==> src/rtl/n64_pkg.sv <==
// Shared constants and state encoding for the N64 poll scheduler.
// Bit positions follow the transceiver report layout.
package n64_pkg;

  localparam int unsigned RPT_W = 30;
  localparam int unsigned BTN_W = 14;
  localparam int unsigned DIR_W = 4;

  localparam int unsigned BTN_A      = 29;
  localparam int unsigned BTN_B      = 28;
  localparam int unsigned BTN_Z      = 27;
  localparam int unsigned BTN_START  = 26;
  localparam int unsigned DPAD_U     = 25;
  localparam int unsigned DPAD_D     = 24;
  localparam int unsigned DPAD_L     = 23;
  localparam int unsigned DPAD_R     = 22;
  localparam int unsigned BTN_L      = 21;
  localparam int unsigned BTN_R      = 20;
  localparam int unsigned C_U        = 19;
  localparam int unsigned C_D        = 18;
  localparam int unsigned C_L        = 17;
  localparam int unsigned C_R        = 16;
  localparam int unsigned STICK_X_HI = 15;
  localparam int unsigned STICK_Y_HI = 7;

  localparam int unsigned DIR_U = 3;
  localparam int unsigned DIR_D = 2;
  localparam int unsigned DIR_L = 1;
  localparam int unsigned DIR_R = 0;

  typedef enum logic [1:0] {
    StIdle,
    StWaitTick,
    StIssue,
    StWaitResp
  } poll_state_e;

endpackage

==> src/rtl/n64_poll_scheduler_if.sv <==
// Bundle between the transceiver/game side and the poll scheduler.
// The scheduler uses the master modport; its environment uses slave.
interface n64_poll_scheduler_if;

  logic                        enable;
  logic                        busy;
  logic                        rx_valid;
  logic [n64_pkg::RPT_W-1:0]   rx_data;
  logic                        rx_timeout;
  logic                        poll_req;
  logic [n64_pkg::RPT_W-1:0]   buttons;
  logic [n64_pkg::BTN_W-1:0]   pressed;
  logic [n64_pkg::DIR_W-1:0]   stick_dir;
  logic                        connected;
  logic [7:0]                  err_count;

  modport master (
    input  enable, busy, rx_valid, rx_data, rx_timeout,
    output poll_req, buttons, pressed, stick_dir, connected, err_count
  );

  modport slave (
    output enable, busy, rx_valid, rx_data, rx_timeout,
    input  poll_req, buttons, pressed, stick_dir, connected, err_count
  );

endinterface

==> src/rtl/n64_stick_dir.sv <==
// Quantizes the joystick into four directions and pulses newly active ones.
// Uses 9-bit signed compares so that -128 stays below the negative threshold.
module n64_stick_dir
  import n64_pkg::*;
#(
  parameter int unsigned DeadZone = 16
) (
  input  logic             i_clk,
  input  logic             i_rst,
  input  logic [7:0]       i_x,
  input  logic [7:0]       i_y,
  input  logic             i_upd,
  input  logic             i_clr,
  output logic [DIR_W-1:0] o_dir
);

  localparam logic signed [8:0] Dz = 9'(DeadZone);

  logic signed [8:0] w_x;
  logic signed [8:0] w_y;
  logic [DIR_W-1:0]  w_act;
  logic [DIR_W-1:0]  r_prev;
  logic [DIR_W-1:0]  r_dir;

  always_comb begin
    w_x          = {i_x[7], i_x};
    w_y          = {i_y[7], i_y};
    w_act        = '0;
    w_act[DIR_U] = w_y > Dz;
    w_act[DIR_D] = w_y < -Dz;
    w_act[DIR_L] = w_x < -Dz;
    w_act[DIR_R] = w_x > Dz;
  end

  always_ff @(posedge i_clk or posedge i_rst) begin
    if (i_rst) begin
      r_prev <= '0;
      r_dir  <= '0;
    end else if (i_clr) begin
      r_prev <= '0;
      r_dir  <= '0;
    end else if (i_upd) begin
      r_dir  <= w_act & ~r_prev;
      r_prev <= w_act;
    end else begin
      r_dir  <= '0;
    end
  end

  assign o_dir = r_dir;

endmodule

==> src/rtl/n64_poll_scheduler.sv <==
// Paces N64 controller polls, supervises each transaction with a watchdog
// and miss counter, and turns good reports into buttons and edge pulses.
module n64_poll_scheduler
  import n64_pkg::*;
#(
  parameter int unsigned ClockFreq = 27000000,
  parameter int unsigned PollRate  = 60,
  parameter int unsigned RespTo    = 27000,
  parameter int unsigned MaxMiss   = 3,
  parameter int unsigned DeadZone  = 16
) (
  input  logic                 i_clk,
  input  logic                 i_rst,
  n64_poll_scheduler_if.master io_bus
);

  localparam int unsigned     Period  = ClockFreq / PollRate;
  localparam int unsigned     PerW    = $clog2(Period + 1);
  localparam int unsigned     WdW     = $clog2(RespTo + 1);
  localparam logic [PerW-1:0] PerLast = PerW'(Period - 1);
  localparam logic [WdW-1:0]  WdLast  = WdW'(RespTo - 1);
  localparam logic [3:0]      MissMax = 4'(MaxMiss);

  poll_state_e      r_state;
  poll_state_e      w_state_next;
  logic [PerW-1:0]  r_per;
  logic [WdW-1:0]   r_wd;
  logic [3:0]       r_miss;
  logic [3:0]       w_miss_inc;
  logic [7:0]       r_err;
  logic             r_conn;
  logic [RPT_W-1:0] r_btn;
  logic [BTN_W-1:0] r_pressed;
  logic [DIR_W-1:0] w_dir;
  logic             w_poll;
  logic             w_good;
  logic             w_fail;
  logic             w_lost;

  always_ff @(posedge i_clk or posedge i_rst) begin
    if (i_rst) r_state <= StIdle;
    else       r_state <= w_state_next;
  end

  always_comb begin
    w_state_next = r_state;
    unique case (r_state)
      StIdle:     if (io_bus.enable) w_state_next = StIssue;
      StIssue:    if (!io_bus.busy) w_state_next = StWaitResp;
      StWaitResp: if (w_good || w_fail) w_state_next = StWaitTick;
      StWaitTick: if (r_per >= PerLast) w_state_next = io_bus.enable ? StIssue : StIdle;
      default:    w_state_next = StIdle;
    endcase
  end

  // RxValid beats RxTimeout when both arrive together.
  always_comb begin
    w_poll = (r_state == StIssue) && !io_bus.busy;
    w_good = (r_state == StWaitResp) && io_bus.rx_valid;
    w_fail = (r_state == StWaitResp) && !io_bus.rx_valid &&
             (io_bus.rx_timeout || (r_wd >= WdLast));
  end

  assign w_miss_inc = (r_miss >= MissMax) ? MissMax : r_miss + 4'd1;
  assign w_lost     = w_fail && (w_miss_inc == MissMax);

  // The period counter holds cycles elapsed since the PollReq cycle.
  always_ff @(posedge i_clk or posedge i_rst) begin
    if (i_rst) begin
      r_per <= '0;
      r_wd  <= '0;
    end else if (w_poll) begin
      r_per <= (PerLast == '0) ? '0 : PerW'(1);
      r_wd  <= '0;
    end else begin
      if (r_per < PerLast) r_per <= r_per + 1'b1;
      if (r_wd < WdLast)   r_wd  <= r_wd + 1'b1;
    end
  end

  always_ff @(posedge i_clk or posedge i_rst) begin
    if (i_rst) begin
      r_btn     <= '0;
      r_pressed <= '0;
      r_miss    <= '0;
      r_err     <= '0;
      r_conn    <= 1'b0;
    end else begin
      r_pressed <= '0;
      if (w_good) begin
        r_btn     <= io_bus.rx_data;
        r_pressed <= io_bus.rx_data[BTN_A:C_R] & ~r_btn[BTN_A:C_R];
        r_miss    <= '0;
        r_conn    <= 1'b1;
      end else if (w_fail) begin
        r_miss <= w_miss_inc;
        if (r_err != 8'hFF) r_err <= r_err + 8'd1;
        if (w_lost) begin
          r_conn <= 1'b0;
          r_btn  <= '0;
        end
      end
    end
  end

  n64_stick_dir #(
    .DeadZone (DeadZone)
  ) u_stick_dir (
    .i_clk (i_clk),
    .i_rst (i_rst),
    .i_x   (io_bus.rx_data[STICK_X_HI -: 8]),
    .i_y   (io_bus.rx_data[STICK_Y_HI -: 8]),
    .i_upd (w_good),
    .i_clr (w_lost),
    .o_dir (w_dir)
  );

  assign io_bus.poll_req  = w_poll;
  assign io_bus.buttons   = r_btn;
  assign io_bus.pressed   = r_pressed;
  assign io_bus.stick_dir = w_dir;
  assign io_bus.connected = r_conn;
  assign io_bus.err_count = r_err;

endmodule

==> src/flat_wrapper.sv <==
// flat-port wrapper written by rule: the top's interface ports become plain ports
module n64_poll_scheduler_flat import n64_pkg::*;
#(
  parameter int unsigned ClockFreq = 27000000,
  parameter int unsigned PollRate  = 60,
  parameter int unsigned RespTo    = 27000,
  parameter int unsigned MaxMiss   = 3,
  parameter int unsigned DeadZone  = 16
)
  (i_clk, i_rst, io_bus_enable, io_bus_busy, io_bus_rx_valid, io_bus_rx_data, io_bus_rx_timeout, io_bus_poll_req, io_bus_buttons, io_bus_pressed, io_bus_stick_dir, io_bus_connected, io_bus_err_count);
  n64_poll_scheduler_if io_bus_i ();
  input  logic i_clk;
  input  logic i_rst;
  input wire logic [$bits(io_bus_i.enable)-1:0] io_bus_enable;
  input wire logic [$bits(io_bus_i.busy)-1:0] io_bus_busy;
  input wire logic [$bits(io_bus_i.rx_valid)-1:0] io_bus_rx_valid;
  input wire logic [$bits(io_bus_i.rx_data)-1:0] io_bus_rx_data;
  input wire logic [$bits(io_bus_i.rx_timeout)-1:0] io_bus_rx_timeout;
  output wire logic [$bits(io_bus_i.poll_req)-1:0] io_bus_poll_req;
  output wire logic [$bits(io_bus_i.buttons)-1:0] io_bus_buttons;
  output wire logic [$bits(io_bus_i.pressed)-1:0] io_bus_pressed;
  output wire logic [$bits(io_bus_i.stick_dir)-1:0] io_bus_stick_dir;
  output wire logic [$bits(io_bus_i.connected)-1:0] io_bus_connected;
  output wire logic [$bits(io_bus_i.err_count)-1:0] io_bus_err_count;
  assign io_bus_i.enable = io_bus_enable;
  assign io_bus_i.busy = io_bus_busy;
  assign io_bus_i.rx_valid = io_bus_rx_valid;
  assign io_bus_i.rx_data = io_bus_rx_data;
  assign io_bus_i.rx_timeout = io_bus_rx_timeout;
  assign io_bus_poll_req = io_bus_i.poll_req;
  assign io_bus_buttons = io_bus_i.buttons;
  assign io_bus_pressed = io_bus_i.pressed;
  assign io_bus_stick_dir = io_bus_i.stick_dir;
  assign io_bus_connected = io_bus_i.connected;
  assign io_bus_err_count = io_bus_i.err_count;
  n64_poll_scheduler #(.ClockFreq(ClockFreq), .PollRate(PollRate), .RespTo(RespTo), .MaxMiss(MaxMiss), .DeadZone(DeadZone)) u_core (.i_clk(i_clk), .i_rst(i_rst), .io_bus(io_bus_i));
endmodule
==> config.mk <==
export PLATFORM = sky130hd
export DESIGN_NAME = n64_poll_scheduler_flat
export DESIGN_NICKNAME = d
export VERILOG_FILES = /design/src/rtl/n64_pkg.sv /design/src/rtl/n64_poll_scheduler_if.sv /design/src/rtl/n64_stick_dir.sv /design/src/rtl/n64_poll_scheduler.sv /design/src/flat_wrapper.sv
export SDC_FILE = /design/constraint.sdc
export NUM_CORES = 1
export LEC_CHECK = 0
export CORE_UTILIZATION = 46
export CTS_CLUSTER_DIAMETER = 50
export DETAILED_ROUTE_END_ITERATION = 6
export GPL_ROUTABILITY_DRIVEN = 0
export PLACE_DENSITY_LB_ADDON = 0.15
export SYNTH_ARGS = -nofsm -noshare
export SYNTH_HDL_FRONTEND = slang
export SYNTH_SLANG_ARGS = --single-unit
export TNS_END_PERCENT = 10
==> constraint.sdc <==
create_clock -name i_clk -period 3.04 [get_ports i_clk]
set_input_delay 0.456 -clock i_clk [delete_from_list [all_inputs] [get_ports i_clk]]
set_output_delay 0.456 -clock i_clk [all_outputs]
set_load 0.02 [all_outputs]
==> flow_results.xml <==
<?xml version="1.0" encoding="UTF-8"?>
<metrics>
  <group name="status">
    <metric name="outcome" unit="">finished, final reports clean</metric>
  </group>
  <group name="clock_tree">
    <metric name="post_cts.resized_instances" unit="">0</metric>
    <metric name="clk_pin_slew" unit="ps">100</metric>
    <metric name="cts_made_buffers" unit="">9</metric>
    <metric name="max-clock-path-buffers" unit="">2</metric>
    <metric name="htreeDepth" unit="">3</metric>
    <metric name="source_to_sink_clock_delay_at_the_later_pin_of_the_worst_skew_pair" unit="ps">370</metric>
    <metric name="cts_hold_repair.buffers" unit="">0</metric>
    <metric name="post_cts_buffers" unit="">0</metric>
    <metric name="tritoncts" unit="">done</metric>
    <metric name="cts_root_buffer" unit="">sky130_fd_sc_hd__clkbuf_8</metric>
    <metric name="tritoncts_num_sinks" unit="">101</metric>
  </group>
  <group name="sta">
    <metric name="timing.final.max_slew_violations" unit="">0</metric>
    <metric name="hold_ws" unit="ps">458.0</metric>
    <metric name="final_min_period_over_clock_period" unit="%">82.39</metric>
    <metric name="unrepaired_setup_endpoints_after_global_routing" unit="">no</metric>
    <metric name="worst_pin_slew" unit="ps">652.6</metric>
    <metric name="finalWorstPathRequiredPeriod" unit="ps">2505</metric>
    <metric name="timing.slew.headroom" unit="%">56.20</metric>
    <metric name="timing.setup.tns" unit="ps">0</metric>
    <metric name="finalHoldViolCount" unit="">0</metric>
    <metric name="peak_freq" unit="MHz">399.3</metric>
    <metric name="setup-violations-final" unit="">0</metric>
    <metric name="finClkSkew" unit="ps">15.59</metric>
  </group>
  <group name="synth">
    <metric name="edff_count_synth" unit="">0</metric>
    <metric name="yosys_register_bits" unit="">101</metric>
    <metric name="synth-seq-area-share" unit="%">54.76</metric>
    <metric name="netlist_instances" unit="">468</metric>
    <metric name="syn-cell-area" unit="µm²">4616</metric>
    <metric name="avgSynthCellArea" unit="µm²">9.863</metric>
    <metric name="ys_async_sr_fraction" unit="%">100.0</metric>
    <metric name="synth_fp_nets" unit="">508</metric>
    <metric name="post_synth_num_cell_types" unit="">44</metric>
    <metric name="synth_warnings" unit="">0</metric>
    <metric name="synthFlopType" unit="">sky130_fd_sc_hd__dfrtp_1</metric>
  </group>
  <group name="routing">
    <metric name="vias" unit="">3753</metric>
    <metric name="detail-route-antenna-nets" unit="">0</metric>
    <metric name="drt_iter0_drc" unit="">83</metric>
    <metric name="detail_route.drc_violations" unit="">0</metric>
    <metric name="detail_route.wl_per_cell" unit="µm">14.10</metric>
    <metric name="first_pass_iters" unit="">6</metric>
    <metric name="total_wire_length" unit="mm">9.825</metric>
    <metric name="drt-vias-per-instance" unit="">5.385</metric>
  </group>
  <group name="setup_path">
    <metric name="highest_fanout_seen_on_the_critical_path" unit="">14</metric>
    <metric name="startpoint_type" unit="">flip-flop</metric>
    <metric name="crit-reg2reg-capture" unit="">u_core.io_bus.err_count[1]$_DFFE_PP0P_</metric>
    <metric name="r2r-start" unit="">u_core.r_wd[12]$_DFFE_PP0P_</metric>
    <metric name="crit_path_top_delay_cell" unit="">sky130_fd_sc_hd__a211oi_4</metric>
    <metric name="setup.worst_path.class" unit="">flip-flop to flip-flop</metric>
    <metric name="cp.required" unit="ps">3280</metric>
    <metric name="worst-r2r-cell-count" unit="">5</metric>
    <metric name="worst_path_largest_cell_delay" unit="ps">540</metric>
    <metric name="cpLargestDelayFamily" unit="">compound AO/OA/AOI/OAI gates</metric>
    <metric name="cp_num_buf_inv" unit="">0</metric>
    <metric name="end_kind" unit="">flip-flop</metric>
    <metric name="worst_case_register_to_register_setup_slack" unit="ps">540</metric>
    <metric name="timing.critical_path.to" unit="">u_core.io_bus.err_count[1]$_DFFE_PP0P_</metric>
    <metric name="crit_chain" unit="">or3_1, a221o_1, a211oi_4, nor2_1, mux2_1</metric>
    <metric name="cp.depth" unit="">5</metric>
    <metric name="critPathArrivalTime" unit="ps">2750</metric>
    <metric name="timing.critical_path.from" unit="">u_core.r_wd[12]$_DFFE_PP0P_</metric>
  </group>
  <group name="die">
    <metric name="design.core.area" unit="µm²">9729</metric>
    <metric name="die-area" unit="µm²">10440</metric>
    <metric name="width_of_the_die" unit="µm">102.2</metric>
    <metric name="number_of_top_level_design_ports" unit="">94</metric>
    <metric name="floorplan.rows" unit="">36</metric>
    <metric name="initial_utilization" unit="%">47.44</metric>
    <metric name="die_height" unit="µm">102.2</metric>
  </group>
  <group name="global_route">
    <metric name="number_of_antenna_violations_at_the_first_check_in_global_routing" unit="">0</metric>
    <metric name="grt_max_degree" unit="">48</metric>
    <metric name="grt_usage" unit="%">19.59</metric>
    <metric name="grt_pass1_vias" unit="">3408</metric>
    <metric name="grt_remaining_overflow" unit="">0</metric>
    <metric name="grt_pass1_wl" unit="mm">16.20</metric>
  </group>
  <group name="final_layout">
    <metric name="fill_cell_instance_count_of_the_final_layout" unit="">849</metric>
    <metric name="post_layout_nonfiller_instances" unit="">697</metric>
    <metric name="design.final.nets" unit="">599</metric>
    <metric name="post-route-cell-area" unit="µm²">5908</metric>
    <metric name="antenna-diode-count" unit="">0</metric>
    <metric name="final-seq-area" unit="µm²">2527</metric>
    <metric name="multi_input_gate_area_in_the_final_layout" unit="µm²">1993</metric>
    <metric name="layout-drive-gt1-share" unit="%">6.383</metric>
    <metric name="layout-area-overhead-vs-synth" unit="%">28.00</metric>
    <metric name="final_util" unit="%">60.73</metric>
  </group>
  <group name="placement">
    <metric name="placed_cells_incl_taps" unit="">681</metric>
    <metric name="post-dp-hpwl" unit="mm">6.896</metric>
    <metric name="io_buffers" unit="">93</metric>
    <metric name="placedInstanceArea" unit="µm²">5728</metric>
  </group>
  <group name="pwr">
    <metric name="peakVddDrop" unit="µV">203.8</metric>
    <metric name="power-per-cell-area" unit="nW/µm²">429.5</metric>
    <metric name="leakage" unit="nW">2.469</metric>
  </group>
  <group name="flow_run">
    <metric name="max_cap_viol_count" unit="">0</metric>
  </group>
  <group name="worst_hold_path">
    <metric name="holdCritPathClass" unit="">flip-flop to flip-flop</metric>
  </group>
</metrics>
==> through the flow <==
stage / total power, mW / worst slack [ps]
after floorplan: 1.590 / 939.6
after global placement: 1.769 / 668.9
after detailed placement: 1.777 / 552.7
after CTS: 2.567 / 533.4
after global routing: 2.653 / 378.8
final: 2.537 / 535.3
==> report_power, final <==
part	internal [mW]	switching (mW)
combinational	0.161	0.161
sequential	1.39	0.0340
clock	0.310	0.480
total	1.86	0.675
==> per-layer routing <==
metal / vias up / part of all wire (%) / GRT usage (%)
li1: 1830 / - / -
met3: 13 / 5.0 / 2.941
met4: 0 / 1.1 / 6.703
met2: 102 / 46 / 29.74
met5: - / 0 / 0
met1: 1808 / 48 / 28.80
==> cells by family after synthesis <==
kind of cell	count (synthesis)	synth area share, %
compound gates	84	11.55
xor+xnor	24	4.554
fa+ha+maj	4	1.084
buf+inv	28	2.358
flops	101	54.76
mux	9	1.979
simple gates	218	23.72
==> synthesized netlist by cell type, types with 2 or more instances <==
master / n / area share, %
sky130_fd_sc_hd__dfrtp_1: 101 / 55
sky130_fd_sc_hd__nand2_1: 88 / 7.2
sky130_fd_sc_hd__a21oi_1: 39 / 4.2
sky130_fd_sc_hd__nor2_1: 31 / 2.5
sky130_fd_sc_hd__clkbuf_1: 19 / 1.5
sky130_fd_sc_hd__nand3_1: 19 / 2.1
sky130_fd_sc_hd__nor3b_1: 17 / 2.8
sky130_fd_sc_hd__nand4_1: 12 / 1.6
sky130_fd_sc_hd__xnor2_1: 12 / 2.3
sky130_fd_sc_hd__xor2_1: 12 / 2.3
sky130_fd_sc_hd__o21ai_0: 11 / 1.2
sky130_fd_sc_hd__a211oi_1: 10 / 1.6
sky130_fd_sc_hd__nand2b_1: 9 / 1.2
sky130_fd_sc_hd__nor4_1: 9 / 1.2
sky130_fd_sc_hd__mux2i_1: 8 / 1.7
sky130_fd_sc_hd__and3_1: 7 / 0.95
sky130_fd_sc_hd__nor3_1: 7 / 0.76
sky130_fd_sc_hd__or3_1: 5 / 0.68
sky130_fd_sc_hd__and4_1: 4 / 0.76
sky130_fd_sc_hd__ha_1: 4 / 1.1
sky130_fd_sc_hd__inv_1: 4 / 0.33
sky130_fd_sc_hd__o211ai_1: 4 / 0.65
sky130_fd_sc_hd__or4_1: 4 / 0.65
sky130_fd_sc_hd__a21boi_0: 3 / 0.49
sky130_fd_sc_hd__a31o_2: 3 / 0.57
sky130_fd_sc_hd__buf_2: 3 / 0.33
sky130_fd_sc_hd__a2111oi_0: 2 / 0.38
sky130_fd_sc_hd__nor4_2: 2 / 0.54
sky130_fd_sc_hd__o2111ai_1: 2 / 0.38
sky130_fd_sc_hd__o21a_1: 2 / 0.33
sky130_fd_sc_hd__o21ai_1: 2 / 0.22
==> placed cells by master, fill, tap and decap left out, types with 12 or more instances in the layout <==
cell and n:
sky130_fd_sc_hd__nand4_1 12, sky130_fd_sc_hd__xor2_1 12, sky130_fd_sc_hd__clkdlybuf4s50_1 93, sky130_fd_sc_hd__nor2_1 31
sky130_fd_sc_hd__xnor2_1 12, sky130_fd_sc_hd__dfrtp_1 101, sky130_fd_sc_hd__a21oi_1 39, sky130_fd_sc_hd__nand2_1 88
sky130_fd_sc_hd__nor3b_1 17, sky130_fd_sc_hd__nand3_1 18
==> worst min-delay path by stage <==
stage	from	cells past startpoint	slack, ps	to
3_5_place_dp	u_core.u_stick_dir.r_prev[1]$_DFFE_PP0P_	1	440	u_core.u_stick_dir.o_dir[1]$_DFF_PP0_
5_1_grt	u_core.io_bus.buttons[27]$_DFFE_PP0P_	1	480	u_core.io_bus.pressed[11]$_DFF_PP0_
6_report	u_core.u_stick_dir.r_prev[2]$_DFFE_PP0P_	1	460	u_core.u_stick_dir.o_dir[2]$_DFF_PP0_
3_3_place_gp	u_core.u_stick_dir.r_prev[1]$_DFFE_PP0P_	1	440	u_core.u_stick_dir.o_dir[1]$_DFF_PP0_
4_1_cts	u_core.u_stick_dir.r_prev[1]$_DFFE_PP0P_	1	460	u_core.u_stick_dir.o_dir[1]$_DFF_PP0_
2_1_floorplan	u_core.u_stick_dir.r_prev[1]$_DFFE_PP0P_	1	420	u_core.u_stick_dir.o_dir[1]$_DFF_PP0_
==> cell type report <==
class                      instances  share of cell area, %
clock buffer                       9                  2.097
clock inverter                     7                 0.9530
inverter                           5                 0.3812
multi-input combinational        339                  33.74
sequential                       101                  42.78
tap                              133                  2.817
timing repair buffer             103                  17.24
==> sequential cells by signal, summed over array words and instances (netlist names) <==
name,count
u_core.io_bus.buttons,30
u_core.r_per,19
u_core.r_wd,15
u_core.io_bus.pressed,14
u_core.io_bus.err_count,8
u_core.r_miss,4
u_core.u_stick_dir.o_dir,4
u_core.u_stick_dir.r_prev,4
u_core.r_state,2
u_core.io_bus.connected,1
Note: power is estimated with default switching activity, not from simulation.
